$ cat src/rtl/bus_arbiter_pkg.sv
// bus_arbiter_pkg: state encoding and default sizing for bus_arbiter_2
package bus_arbiter_pkg;
  typedef enum logic [1:0] {
    IDLE = 2'b00,
    OWN1 = 2'b01,
    OWN2 = 2'b10
  } state_t;
  localparam int MAX_HOLD_DEF   = 16;
  localparam int COUNT_BITS_DEF = 5;
endpackage

$ cat src/rtl/bus_arbiter_2_hold_counter.sv
// hold_counter: saturating grant-length counter with terminal match at MaxHold-1
module hold_counter #(
  parameter int MaxHold   = 16,
  parameter int CountBits = 5
) (
  input  logic clock,
  input  logic reset,
  input  logic clr,
  input  logic en,
  output logic match
);
  logic [CountBits-1:0] count_q, count_d;
  // clear wins over count; count stops at all-ones
  always_comb count_d = clr ? '0 : (en && count_q != '1) ? count_q + 1'b1 : count_q;
  // count register
  always_ff @(posedge clock) count_q <= reset ? '0 : count_d;
  assign match = count_q == CountBits'(MaxHold - 1);
endmodule

$ cat src/rtl/bus_arbiter_2.sv
// bus_arbiter_2: two-master round-robin arbiter, optional hold timeout under ARB_TIMEOUT_EN
module bus_arbiter_2
  import bus_arbiter_pkg::*;
#(
  parameter logic [1:0] RequestMask = 2'b00,
  parameter int         MaxHold     = MAX_HOLD_DEF,
  parameter int         CountBits   = COUNT_BITS_DEF
) (
  input  logic clock,
  input  logic reset,
  input  logic Req_1,
  input  logic Req_2,
  input  logic Done_1,
  input  logic Done_2,
  output logic Gnt_1,
  output logic Gnt_2,
  output logic Busy,
  output logic Owner,
  output logic Timeout
);
  state_t state_q, state_d;
  logic owner_q, owner_d, timeout_q, timeout_d;
  logic r1, r2, rel, tmatch;
  // next state: release hands over if the other master waits, else re-grant or idle
  always_comb begin
    r1 = Req_1 ^ RequestMask[0];
    r2 = Req_2 ^ RequestMask[1];
    rel = (state_q == OWN1 && (Done_1 || !r1)) || (state_q == OWN2 && (Done_2 || !r2));
    case (state_q)
      OWN1:    state_d = rel ? (r2 ? OWN2 : r1 ? OWN1 : IDLE) : (tmatch && r2) ? OWN2 : OWN1;
      OWN2:    state_d = rel ? (r1 ? OWN1 : r2 ? OWN2 : IDLE) : (tmatch && r1) ? OWN1 : OWN2;
      default: state_d = (r1 && r2) ? (owner_q ? OWN1 : OWN2) : r1 ? OWN1 : r2 ? OWN2 : IDLE;
    endcase
    timeout_d = state_q != IDLE && !rel && state_d != state_q;
    owner_d = state_d == OWN1 ? 1'b0 : state_d == OWN2 ? 1'b1 : owner_q;
  end
  // state, owner and timeout registers
  always_ff @(posedge clock) begin
    state_q   <= reset ? IDLE : state_d;
    owner_q   <= reset ? 1'b1 : owner_d;
    timeout_q <= reset ? 1'b0 : timeout_d;
  end
`ifdef ARB_TIMEOUT_EN
  logic clr;
  assign clr = state_d != IDLE && (state_d != state_q || rel);
  hold_counter #(.MaxHold(MaxHold), .CountBits(CountBits)) u_hold (
    .clock (clock),
    .reset (reset),
    .clr   (clr),
    .en    (state_q != IDLE),
    .match (tmatch)
  );
`else
  assign tmatch = 1'b0;
`endif
  assign Gnt_1   = state_q == OWN1;
  assign Gnt_2   = state_q == OWN2;
  assign Busy    = Gnt_1 | Gnt_2;
  assign Owner   = owner_q;
  assign Timeout = timeout_q;
endmodule

$ cat config.mk
export PLATFORM = sky130hd
export DESIGN_NAME = bus_arbiter_2
export DESIGN_NICKNAME = d
export VERILOG_FILES = /design/src/rtl/bus_arbiter_pkg.sv /design/src/rtl/bus_arbiter_2_hold_counter.sv /design/src/rtl/bus_arbiter_2.sv
export SDC_FILE = /design/constraint.sdc
export NUM_CORES = 1
export LEC_CHECK = 0
export ABC_CLOCK_PERIOD_IN_PS = 2200
export CORE_AREA = 5 5 42 44
export DETAILED_ROUTE_END_ITERATION = 12
export DIE_AREA = 0 0 47 49
export PLACE_DENSITY = 0.55
export SLEW_MARGIN = 20
export SYNTH_ARGS = -nofsm -noshare
export SYNTH_HDL_FRONTEND = slang
export SYNTH_SLANG_ARGS = --single-unit
$ cat constraint.sdc
create_clock -name clock -period 2.2 [get_ports clock]
set_input_delay 0.33 -clock clock [delete_from_list [all_inputs] [get_ports clock]]
set_output_delay 0.33 -clock clock [all_outputs]
set_load 0.01 [all_outputs]
; Word level (Yosys, flattened, before mapping)
; Cells that the tools add are included.
; Widths: inputs -> output; s select.
[word_totals]
output_inout_bits = 5
register_bits = 4
word_cells = 33
[op_classes]
n_bitwise = 1
eq_ne = 5
n_reduce_logical = 13
n_mux = 11
[op_table]
columns = cell, count
row1 = $mux 2, 7
row2 = $logic_and 1x1->1, 5
row3 = $eq 2x1->1 const B, 2
row4 = $eq 2x2->1 const B, 2
row5 = $pmux 2 s2, 1
row6 = $reduce_bool 2->1, 2
row7 = $logic_not 1->1, 3
row8 = $logic_or 1x1->1, 3
row9 = $mux 1, 3
row10 = $ne 2x2->1, 1
row11 = $or 1x1->1, 1

; Depth between registers and ports, before layout
[depth]
ltp_word = 9
mapped_depth = 9
depth_no_buf = 9

; Worst setup path after synthesis
; No wires, ideal clock.
[synth_timing]
kind = register -> register
from = reg state_q[0]
to = reg owner_q, in the netlist Owner
synth_period_minus_slack_ps = 2042
setup_slack_ps = 158
required_time_ps = 2083
path_stages_with_launch = 9
setup_time_ps = 117
t_arrival_ps = 1925
path_buffers = 0
cell_sequence = dfxtp_1 inv_1 ha_1 o211ai_1 a21oi_1 or3_4 ha_1 mux2i_1 nand2b_1
[synth_between]
elab_chain_cells = 7
elab_cells_between_ends = 12
classes_between = 4 x eq/ne / 4 x mux / 4 x reduce/logical
[synth_rtl]
columns = element, line_no
row1 = start: declaration, bus_arbiter_2.sv:21  ; state_t state_q, state_d;
row2 = start signal: assignment, bus_arbiter_2.sv:39  ; state_q <= reset ? IDLE : state_d;
row3 = $eq 2x1->1 or $eq 2x2->1 (tied branches), "bus_arbiter_2.sv:28, bus_arbiter_2.sv:29"
row4 = $logic_and 1x1->1, bus_arbiter_2.sv:28  ; rel = (state_q == OWN1 && (Done_1 || !r1)) || (state_q == OWN2 && (Done_2 || !r2));
row5 = $logic_or 1x1->1, bus_arbiter_2.sv:28
row6 = "$mux 2, on equally long branches", "bus_arbiter_2.sv:31, bus_arbiter_2.sv:30"
row7 = $pmux 2 s2 *, bus_arbiter_2.sv:29  ; case (state_q)
row8 = $eq 2x1->1 or $eq 2x2->1 (tied branches), bus_arbiter_2.sv:35  ; owner_d = state_d == OWN1 ? 1'b0 : state_d == OWN2 ? 1'b1 : owner_q;
row9 = $mux 1 or $reduce_bool 2->1 (tied branches), --
row10 = end signal: assignment, bus_arbiter_2.sv:40  ; owner_q <= reset ? 1'b1 : owner_d;
row11 = end: declaration, bus_arbiter_2.sv:22  ; logic owner_q, owner_d, timeout_q, timeout_d;
; Every way passes the cells marked *; elsewhere a longest branch is shown, timed or not.
; A chain may end at the register's enable or synchronous reset.

; Final worst setup path
[layout_timing]
from = reg state_q[1]
to = reg owner_q, in the netlist Owner
; Same word-level chain as after synthesis.

==> flow_summary.ini <==
[floorplanning]
die_y_um = 49
rows = 14
die-area_um2 = 2300
ios = 11
core_um2 = 1400
initial_core_util = 0.228
fp.dieW_um = 47

[grt]
overflow = 0
grt_max_degree = 8
grt.total_usage = 0.0808
grt_pass1_vias = 285
antenna_found_initial = 0
grt_pass1_wl_um = 1220

[status]
status = finished, final reports clean

[critical_path]
r2r.worst_path.cells = 8
r2r_setup_slack_ns = 0.17
rr_startpoint = state_q[1]
crit_type = flop to flop
path_max_fanout = 7
cp-start-kind = flop
r2r_end = Owner
critPathCaptureType = flop
worstPathArrival_ns = 2.16
cp.required_ns = 2.32

[worst_hold_path]
min_to = Owner
min_path_cells = 2
hold_path_class = flop to flop
hp-start = Owner

[yosys]
synth_edf_count = 0
synth_area_per_cell_um2 = 8.86
ys_ff_latch = 4
ys_async_sr_fraction = 0
yosysSeqAreaShare = 0.251
synthFlopType = dfxtp_1
synth_top_area_frac = 0.251
yosys-top-cells-count = 6 x inv_1, 4 x dfxtp_1, 4 x ha_1
synth.most_common_cell = inv_1
synth_fp_nets = 46
synth_warnings = 0
postSynthCellCount = 36
synth_cell_type_count = 20
synth.largest_area_cell = dfxtp_1
synth.top_cells.by_area = dfxtp_1 25%, ha_1 16%, inv_1 7.1%, nand2b_1 5.9%, xnor2_1 5.5%
syn_area_um2 = 319

[job]
maxCapViolCount = 0

[route]
wire_per_inst_um = 10.9
antenna_left = 0
vias = 289
dr.pass1.iters = 2
drc_errors = 0
finalWirelength_um = 711
drt_iter0_drc = 7
viasPerCell = 4.45

[power_and_ir_drop]
p_leak_nw = 0.180
p_per_area_nw_per_um2 = 835
ir_drop_uv = 389

[clock_network]
post_cts_buffers = 0
cts_tree = built
clockBufferDepth = 2
cts.clk_slew.worst_paths_ns = 0.04
clock-sinks = 4
hold_buffers = 0
cts_root_buffer = clkbuf_4
cts_max_level = 1
cts_buffers = 3
clkLatencyLatePin_ns = 0.23

[timing]
slew_headroom = 0.789
worst_pin_slew_ns = 0.311
rsz0062_at_grt = no
slew_viol_final = 0
hold_viol_final = 0
fin_crit_ns = 2.03
fmax_mhz = 492
fin_tns_setup_ns = 0
fin_crit_sh = 0.924
setup_ws_ns = 0.167
skew_ns = 0.000972
setup_viol = 0

[placement]
pre_cts_slack_ns = 0.0565
place.gp.congestion = 0.828
dp_hpwl_um = 579
portBuffers = 10

[final_layout]
fillers = 161
diodes = 0
drive_gt1_frac = 0.184
num-nets-final = 61
regArea_um2 = 81.3
multi_input_area_um2 = 219
synthToLayoutAreaGrowth_pct = 45.9
## layout make-up
type	count	share of cell area
Multi-Input combinational cell	26	0.470
Tap cell	16	0.0430
Clock buffer	3	0.0484
Timing Repair Buffer	10	0.215
Inverter	6	0.0484
Sequential cell	4	0.175
## critical path, stage by stage, from the launching register on
cell      delay [ns]
dfxtp_1         0.31
inv_1           0.10
ha_2            0.33
o211ai_1        0.20
a21oi_1         0.09
or3_4           0.35
ha_1            0.30
mux2i_1         0.18
nand2b_1        0.06
## routing by layer
| metal | wire length (um) | global-route usage | up-vias |
|---|---|---|---|
| li1 | - | - | 153 |
| met1 | 305 | 0.0852 | 120 |
| met2 | 296 | 0.104 | 12 |
| met3 | 86 | 0.0590 | 4 |
| met4 | 23 | 0.0645 | 0 |
| met5 | 0 | 0 | - |
## registers in the layout, summed over array words and instances, names as in the netlist
name and cells:
state_q 2, Owner 1, Timeout 1
## worst max path at each step
stage,depth (start not counted),from,endpoint,slack (ns)
2_1_floorplan,8,state_q[0],Owner,0.16
3_3_place_gp,7,Req_1,Owner,0.06
3_5_place_dp,8,state_q[0],Owner,0.06
4_1_cts,7,state_q[0],Timeout,0.05
5_1_grt,8,state_q[1],Owner,0.02
6_report,8,state_q[1],Owner,0.17
## cell families after synthesis
group | Yosys count | share of synthesized area
AO/OA/AOI/OAI | 9 | 0.247
XOR/XNOR | 2 | 0.0549
adder cells (fa/ha/maj) | 4 | 0.157
buffers and inverters | 6 | 0.0706
flip-flops | 4 | 0.251
multiplexers | 1 | 0.0314
AND/OR/NAND/NOR | 10 | 0.188
## through the flow
step	hold slack (ns)	power, mW	area (um2)	cells	util
2_1_floorplan	0.402	0.231	319	36	-
3_5_place_dp	0.568	0.299	439	62	0.313
6_report	0.565	0.389	465	65	0.332
3_3_place_gp	0.556	0.297	439	62	0.313
5_1_grt	0.627	0.435	465	65	0.332
4_1_cts	0.572	0.394	462	65	0.329
## where the power goes
part           switching, mW  internal (mW)
Clock                 0.0289         0.0609
Combinational         0.0934          0.108
Sequential            0.0104         0.0867
## cells in the final DEF, fill, tap and decap left out, types with 2 or more instances in the layout
cell and n:
xnor2_1 2, nand2_1 3, nand2b_1 3, dfxtp_1 3, clkdlybuf4s50_1 10, inv_1 6
ha_1 3, clkbuf_4 3
## what timing repair did
item | CTS | global route
resized for setup | 0 | 2
setup endpoints to repair | 0 | 2
hold endpoints to repair | 0 | 0
(Power assumes the default switching activity.)
